[src/rtl/ysyx_22041412_mdu_ctrl.sv]
// ---------------------------------------------------------------------------
// ysyx_22041412_mdu_ctrl
//
// Sequencing controller for the RV64M datapath. It accepts one decoded
// mul/div op at a time and stalls the pipeline through `busy`. It issues the
// op to the shared multiplier or divider with the proper signedness and word
// mode. Divide-by-zero and signed overflow are resolved locally. The 64-bit
// result returns over a valid/ready writeback handshake.
//
// Ports
//   clk, rst_n                 clock, synchronous active-low reset
//   flush                      pipeline kill, aborts any in-flight op
//   in_valid / in_ready        decoded-op handshake (in_ready = idle)
//   mul_en, div_en             decode class (mul_en has priority)
//   func3, rv64_w, rd          M-extension func3, W variant, destination
//   src1, src2                 operand values
//   mul_valid/ready, mul_sign, mul_a/b                 multiplier issue
//   mul_out_valid, mul_hi/lo                           multiplier result
//   div_valid/ready, div_signed, div_a/b               divider issue
//   div_out_valid, div_quot/rem                        divider result
//   unit_flush                 one-cycle abort pulse to both units
//   out_valid/ready, out_rd, out_data                  writeback handshake
//   busy                       stall request (controller not idle)
// ---------------------------------------------------------------------------
module ysyx_22041412_mdu_ctrl #(
    parameter int XLEN = 64
) (
    input  logic            clk,
    input  logic            rst_n,
    input  logic            flush,
    input  logic            in_valid,
    output logic            in_ready,
    input  logic            mul_en,
    input  logic            div_en,
    input  logic [2:0]      func3,
    input  logic            rv64_w,
    input  logic [4:0]      rd,
    input  logic [XLEN-1:0] src1,
    input  logic [XLEN-1:0] src2,
    output logic            mul_valid,
    input  logic            mul_ready,
    output logic [1:0]      mul_sign,
    output logic [XLEN-1:0] mul_a,
    output logic [XLEN-1:0] mul_b,
    input  logic            mul_out_valid,
    input  logic [XLEN-1:0] mul_hi,
    input  logic [XLEN-1:0] mul_lo,
    output logic            div_valid,
    input  logic            div_ready,
    output logic            div_signed,
    output logic [XLEN-1:0] div_a,
    output logic [XLEN-1:0] div_b,
    input  logic            div_out_valid,
    input  logic [XLEN-1:0] div_quot,
    input  logic [XLEN-1:0] div_rem,
    output logic            unit_flush,
    output logic            out_valid,
    input  logic            out_ready,
    output logic [4:0]      out_rd,
    output logic [XLEN-1:0] out_data,
    output logic            busy
);

    typedef enum logic [2:0] {
        IDLE      = 3'd0,
        MUL_ISSUE = 3'd1,
        MUL_WAIT  = 3'd2,
        DIV_ISSUE = 3'd3,
        DIV_WAIT  = 3'd4,
        DONE      = 3'd5
    } state_e;

    localparam logic [XLEN-1:0] ALL_ONES = {XLEN{1'b1}};
    localparam logic [XLEN-1:0] MOST_NEG = {1'b1, {(XLEN-1){1'b0}}};

    function automatic logic [XLEN-1:0] sext32(input logic [31:0] v);
        return {{(XLEN-32){v[31]}}, v};
    endfunction

    function automatic logic [XLEN-1:0] zext32(input logic [31:0] v);
        return {{(XLEN-32){1'b0}}, v};
    endfunction

    state_e          state_q, state_d;
    logic [4:0]      rd_q, rd_d;
    logic            w_q, w_d;
    // Result select: mul -> take low product word; div -> take remainder.
    logic            sel_q, sel_d;
    logic [1:0]      mul_sign_q, mul_sign_d;
    logic [XLEN-1:0] mul_a_q, mul_a_d, mul_b_q, mul_b_d;
    logic            div_signed_q, div_signed_d;
    logic [XLEN-1:0] div_a_q, div_a_d, div_b_q, div_b_d;
    logic [XLEN-1:0] out_data_q, out_data_d;
    logic            unit_flush_q, unit_flush_d;

    // func3[2] is implied by the mul/div class enables.
    logic            unused_func3_hi;
    assign unused_func3_hi = func3[2];

    // Operand preparation for the op currently presented on the inputs.
    logic            accept;
    logic            div_sgn;
    logic [1:0]      mul_sign_prep;
    logic [XLEN-1:0] mul_a_prep, mul_b_prep, div_a_prep, div_b_prep;
    logic            div_by_zero, div_ovf;
    logic [XLEN-1:0] special_raw, special_res;
    logic [XLEN-1:0] mul_res, div_res;

    assign in_ready = (state_q == IDLE) & rst_n;
    assign busy     = (state_q != IDLE) & rst_n;
    assign accept   = in_valid & in_ready & (mul_en | div_en) & ~flush;

    assign div_sgn    = ~func3[0];
    assign mul_a_prep = rv64_w ? sext32(src1[31:0]) : src1;
    assign mul_b_prep = rv64_w ? sext32(src2[31:0]) : src2;
    assign div_a_prep = !rv64_w ? src1 : (div_sgn ? sext32(src1[31:0]) : zext32(src1[31:0]));
    assign div_b_prep = !rv64_w ? src2 : (div_sgn ? sext32(src2[31:0]) : zext32(src2[31:0]));

    always_comb begin
        mul_sign_prep = 2'b00;
        if (rv64_w) begin
            // Only the low 32 product bits survive, so mulw runs signed.
            mul_sign_prep = 2'b11;
        end else begin
            case (func3[1:0])
                2'b01:   mul_sign_prep = 2'b11;
                2'b10:   mul_sign_prep = 2'b10;
                default: mul_sign_prep = 2'b00;
            endcase
        end
    end

    // Overflow is judged at the operating width, not on the extended value.
    assign div_by_zero = (div_b_prep == '0);
    assign div_ovf     = div_sgn & (rv64_w ?
                         ((src1[31:0] == 32'h8000_0000) & (src2[31:0] == 32'hFFFF_FFFF)) :
                         ((src1 == MOST_NEG) & (src2 == ALL_ONES)));

    assign special_raw = func3[1] ? (div_by_zero ? div_a_prep : '0)
                                  : (div_by_zero ? ALL_ONES : div_a_prep);
    assign special_res = rv64_w ? sext32(special_raw[31:0]) : special_raw;

    assign mul_res = w_q ? sext32((sel_q ? mul_lo[31:0] : mul_hi[31:0]))
                         : (sel_q ? mul_lo : mul_hi);
    assign div_res = w_q ? sext32((sel_q ? div_rem[31:0] : div_quot[31:0]))
                         : (sel_q ? div_rem : div_quot);

    always_comb begin
        state_d      = state_q;
        rd_d         = rd_q;
        w_d          = w_q;
        sel_d        = sel_q;
        mul_sign_d   = mul_sign_q;
        mul_a_d      = mul_a_q;
        mul_b_d      = mul_b_q;
        div_signed_d = div_signed_q;
        div_a_d      = div_a_q;
        div_b_d      = div_b_q;
        out_data_d   = out_data_q;
        unit_flush_d = 1'b0;

        case (state_q)
            IDLE: begin
                if (accept) begin
                    rd_d = rd;
                    w_d  = rv64_w;
                    if (mul_en) begin
                        sel_d      = (func3[1:0] == 2'b00);
                        mul_sign_d = mul_sign_prep;
                        mul_a_d    = mul_a_prep;
                        mul_b_d    = mul_b_prep;
                        state_d    = MUL_ISSUE;
                    end else begin
                        sel_d        = func3[1];
                        div_signed_d = div_sgn;
                        div_a_d      = div_a_prep;
                        div_b_d      = div_b_prep;
                        if (div_by_zero | div_ovf) begin
                            out_data_d = special_res;
                            state_d    = DONE;
                        end else begin
                            state_d = DIV_ISSUE;
                        end
                    end
                end
            end
            MUL_ISSUE: begin
                if (flush) begin
                    state_d      = IDLE;
                    unit_flush_d = 1'b1;
                end else if (mul_ready) begin
                    state_d = MUL_WAIT;
                end
            end
            MUL_WAIT: begin
                if (flush) begin
                    state_d      = IDLE;
                    unit_flush_d = 1'b1;
                end else if (mul_out_valid) begin
                    out_data_d = mul_res;
                    state_d    = DONE;
                end
            end
            DIV_ISSUE: begin
                if (flush) begin
                    state_d      = IDLE;
                    unit_flush_d = 1'b1;
                end else if (div_ready) begin
                    state_d = DIV_WAIT;
                end
            end
            DIV_WAIT: begin
                if (flush) begin
                    state_d      = IDLE;
                    unit_flush_d = 1'b1;
                end else if (div_out_valid) begin
                    out_data_d = div_res;
                    state_d    = DONE;
                end
            end
            DONE: begin
                // A completing handshake takes precedence over a flush.
                if (out_ready | flush) begin
                    state_d = IDLE;
                end
            end
            default: state_d = IDLE;
        endcase
    end

    always_ff @(posedge clk) begin
        if (!rst_n) begin
            state_q      <= IDLE;
            rd_q         <= '0;
            w_q          <= 1'b0;
            sel_q        <= 1'b0;
            mul_sign_q   <= '0;
            mul_a_q      <= '0;
            mul_b_q      <= '0;
            div_signed_q <= 1'b0;
            div_a_q      <= '0;
            div_b_q      <= '0;
            out_data_q   <= '0;
            unit_flush_q <= 1'b0;
        end else begin
            state_q      <= state_d;
            rd_q         <= rd_d;
            w_q          <= w_d;
            sel_q        <= sel_d;
            mul_sign_q   <= mul_sign_d;
            mul_a_q      <= mul_a_d;
            mul_b_q      <= mul_b_d;
            div_signed_q <= div_signed_d;
            div_a_q      <= div_a_d;
            div_b_q      <= div_b_d;
            out_data_q   <= out_data_d;
            unit_flush_q <= unit_flush_d;
        end
    end

    assign mul_valid  = (state_q == MUL_ISSUE);
    assign div_valid  = (state_q == DIV_ISSUE);
    assign out_valid  = (state_q == DONE);
    assign mul_sign   = mul_sign_q;
    assign mul_a      = mul_a_q;
    assign mul_b      = mul_b_q;
    assign div_signed = div_signed_q;
    assign div_a      = div_a_q;
    assign div_b      = div_b_q;
    assign unit_flush = unit_flush_q;
    assign out_rd     = rd_q;
    assign out_data   = out_data_q;

endmodule

[config.mk]
export PLATFORM = sky130hd
export DESIGN_NAME = ysyx_22041412_mdu_ctrl
export DESIGN_NICKNAME = d
export VERILOG_FILES = /design/src/rtl/ysyx_22041412_mdu_ctrl.sv
export SDC_FILE = /design/constraint.sdc
export NUM_CORES = 1
export LEC_CHECK = 0
export BUFFER_PORTS_ARGS = -buffer_cell sky130_fd_sc_hd__buf_2
export CAP_MARGIN = 10
export CORE_AREA = 10 10 280 282
export CTS_BUF_LIST = sky130_fd_sc_hd__clkbuf_4 sky130_fd_sc_hd__clkbuf_8
export DETAILED_ROUTE_END_ITERATION = 10
export DIE_AREA = 0 0 290 292
export SYNTH_ARGS = -nofsm -noshare
export SYNTH_HDL_FRONTEND = slang
export SYNTH_SLANG_ARGS = --single-unit
[constraint.sdc]
create_clock -name clk -period 2.8 [get_ports clk]
set_clock_uncertainty 0.2 [all_clocks]
set_input_delay 0.56 -clock clk [delete_from_list [all_inputs] [get_ports clk]]
set_output_delay 0.56 -clock clk [all_outputs]
set_load 0.005 [all_outputs]
==> impl_metrics.env <==
export IMPL_status="finished, final reports clean"
export IMPL_grt_overflow_total=0
export IMPL_ys_flop_type="dfxtp_1"
export IMPL_vias=17912
export IMPL_grt_pass1_vias=17558
export IMPL_end_kind="flip-flop"
export IMPL_final_net_count=3182
export IMPL_layout_drive_gt1_share=0.3882
export IMPL_maxCapViolCount=0
export IMPL_powerDensity_mw_per_mm2=664.5
export IMPL_port_buffers=736
export IMPL_placed_cells=3649
export IMPL_critPathMaxStageDelay_ps=570
export IMPL_drt_initial_drc_count=1239
export IMPL_async_reset_ff_frac=0
export IMPL_syn_num_nets=2347
export IMPL_cellLeakagePower_nw=9.945
export IMPL_dieArea_mm2=0.08468
export IMPL_htree_levels=3
export IMPL_dr_pass1_iters=5
export IMPL_die_width_um=290
export IMPL_synth_cell_types=52
export IMPL_tightest_slew_ps=715.1
export IMPL_viasPerCell=4.734
export IMPL_core_mm2=0.07259
export IMPL_grt_pass1_wl_um=120800
export IMPL_wirelength_um=86220
export IMPL_ir_drop_v=0.0003436
export IMPL_synth_warnings=0
export IMPL_wl_per_cell_um=22.78
export IMPL_min_delay_start="src2[23]"
export IMPL_ys_seq_area_frac=0.4290
export IMPL_cts_inserted_buffers=67
export IMPL_finalCritPeriodShare=0.9885
export IMPL_cts_sinks=334
export IMPL_insertion_delay_ps=630
export IMPL_ant_nets=0
export IMPL_grt_util_all_layers=0.1880
export IMPL_num_fill_cells=7832
export IMPL_critical_path_arrival_ps=3120
export IMPL_drcViolationCount=0
export IMPL_placedInstanceArea_mm2=0.02172
export IMPL_dpl_hpwl_um=66470
export IMPL_die_y_um=292
export IMPL_fin_cells=3784
export IMPL_synth_edf_count=0
export IMPL_cts_tree="built"
export IMPL_synth_cells=1941
export IMPL_whs_ps=100.6
export IMPL_boundaryPins=738
export IMPL_crit_type="input port to flip-flop"
export IMPL_netlist_area_mm2=0.01559
export IMPL_synth_top_cell_area_share=0.4290
export IMPL_setup_viol=0
export IMPL_regToRegStartpoint="state_q[2]"
export IMPL_rsz0062_at_grt="true"
export IMPL_min_period_ps=2768
export IMPL_cp_cell_sequence="buf_6 > or4_4 > nor4_4 > buf_4 > nand4_1 > or4_4 > a31oi_4 > buf_6 > o21ai_4 > clkbuf_16 > a32oi_1"
export IMPL_yosys_top_cells_area="dfxtp_1, nand2_1, a21oi_1"
export IMPL_tns_ps=0
export IMPL_row_count=99
export IMPL_gp_congestion=0.9225
export IMPL_fin_util=0.3240
export IMPL_synthToLayoutAreaGrowth_pct=50.89
export IMPL_cts_root_buffer="clkbuf_8"
export IMPL_antenna_found_initial=5
export IMPL_startpoint="src1[22]"
export IMPL_fmax_mhz=361.3
export IMPL_worstPathMaxFanout=16
export IMPL_avgSynthCellArea_um2=8.031
export IMPL_required_ps=3150
export IMPL_synth_top_cell_by_area="dfxtp_1"
export IMPL_cts_buffer_depth=3
export IMPL_slowest_stage="or4_4"
export IMPL_max_slew_margin=0.5233
export IMPL_start_util=0.2147
export IMPL_hold_violations=0
export IMPL_hp_class="input port to flip-flop"
export IMPL_grt_max_degree=125
export IMPL_maxSlewViolCount=0
export IMPL_fin_area_mm2=0.02352
export IMPL_synth_seq_cells=334
export IMPL_cp_start_kind="input port"
export IMPL_cts_clk_slew_worst_paths_ps=60
power breakdown:
group / internal (mW) / switching (mW)
sequential: 5.28 / 0.301
clock: 3.13 / 2.33
combinational: 1.95 / 2.64
metrics by stage:
stage | total power [mW] | setup slack [ps]
after floorplan | 7.701 | -72.60
after global placement | 9.974 | -988.5
after detailed placement | 10.00 | -1035
after CTS | 15.58 | 8.312
after global routing | 16.48 | -60.70
final | 15.63 | 32.18
timing repair:
item	CTS	global route
endpoints found under the hold margin	13	0
pin swaps	0	18
hold buffers	9	0
gates resized for setup	4	20
buffers inserted	0	3
gates cloned	0	5
endpoints found under the setup margin	64	55
final cells by class:
| type | count | area (µm²) | share of cell area |
|---|---|---|---|
| Multi-Input combinational cell | 1413 | 8229 | 0.3499 |
| Inverter | 4 | 22.52 | 0.0009575 |
| Tap cell | 959 | 1200 | 0.05102 |
| Sequential cell | 334 | 6691 | 0.2845 |
| Clock buffer | 96 | 1227 | 0.05219 |
| Clock inverter | 20 | 216.5 | 0.009203 |
| Antenna cell | 2 | 5.005 | 0.0002128 |
| Timing Repair Buffer | 956 | 5928 | 0.2520 |
cell usage in the layout (no fill, tap or decap), drive strengths merged, types with 5 or more instances in the layout:
cell	n
clkinv	12
o22a	32
maj3	33
nand4	17
o22ai	32
clkbuf	101
o2bb2ai	32
nor2	148
nand2b	36
o21ai	79
nand2	341
or4	5
inv	7
a211oi	99
nor3	70
nor2b	99
buf	942
nor4	29
a32oi	32
dfxtp	334
a311oi	32
dlygate4sd3	9
mux2i	65
a21oi	194
Yosys cell counts, drive strengths merged (33+ instances only):
cell type / n
o21ai: 79
nor3: 70
buf: 34
maj3: 33
dfxtp: 334
a211oi: 99
mux2i: 65
nand2b: 36
nand2: 341
nor2b: 99
clkbuf: 156
a21oi: 194
nor2: 148
sequential cells by signal (all words and copies together), names as in the netlist:
name	flops
div_a	64
div_b	64
div_signed	1
mul_a	64
mul_b	64
mul_sign	2
out_data	64
out_rd	5
sel_q	1
state_q	3
unit_flush	1
w_q	1
worst max-delay path, delay by kind of cell:
| kind | cells | cell delay [ps] |
|---|---|---|
| AO/OA/AOI/OAI | 3 | 480 |
| AND/OR/NAND/NOR | 4 | 1420 |
| buffers and inverters | 4 | 630 |
cells by family after synthesis:
| kind of cell | after synthesis | synth area share |
|---|---|---|
| compound gates | 542 | 0.2260 |
| fa+ha+maj | 35 | 0.02280 |
| simple gates | 771 | 0.2284 |
| buf+inv | 194 | 0.05209 |
| flops | 334 | 0.4290 |
| mux | 65 | 0.04174 |
path summary, 6_finish.rpt:
kind	slack [ps]	end	depth (start not counted)
worst max-delay path	30	out_data[31]	11
worst min-delay path	100	mul_b[23]	4
worst max register to register	130	out_data[31]	9
worst min register to register	240	out_data[2]	2
per-layer routing:
layer  up-vias  share of wire  global-route usage
met2       787           0.50              0.3262
met1      8385           0.40              0.2160
met5         -        0.00031                   0
met3       129          0.076             0.05260
met4         4          0.033             0.07344
li1       8607              -                   -
No activity file was read; power rests on OpenSTA's default activity.
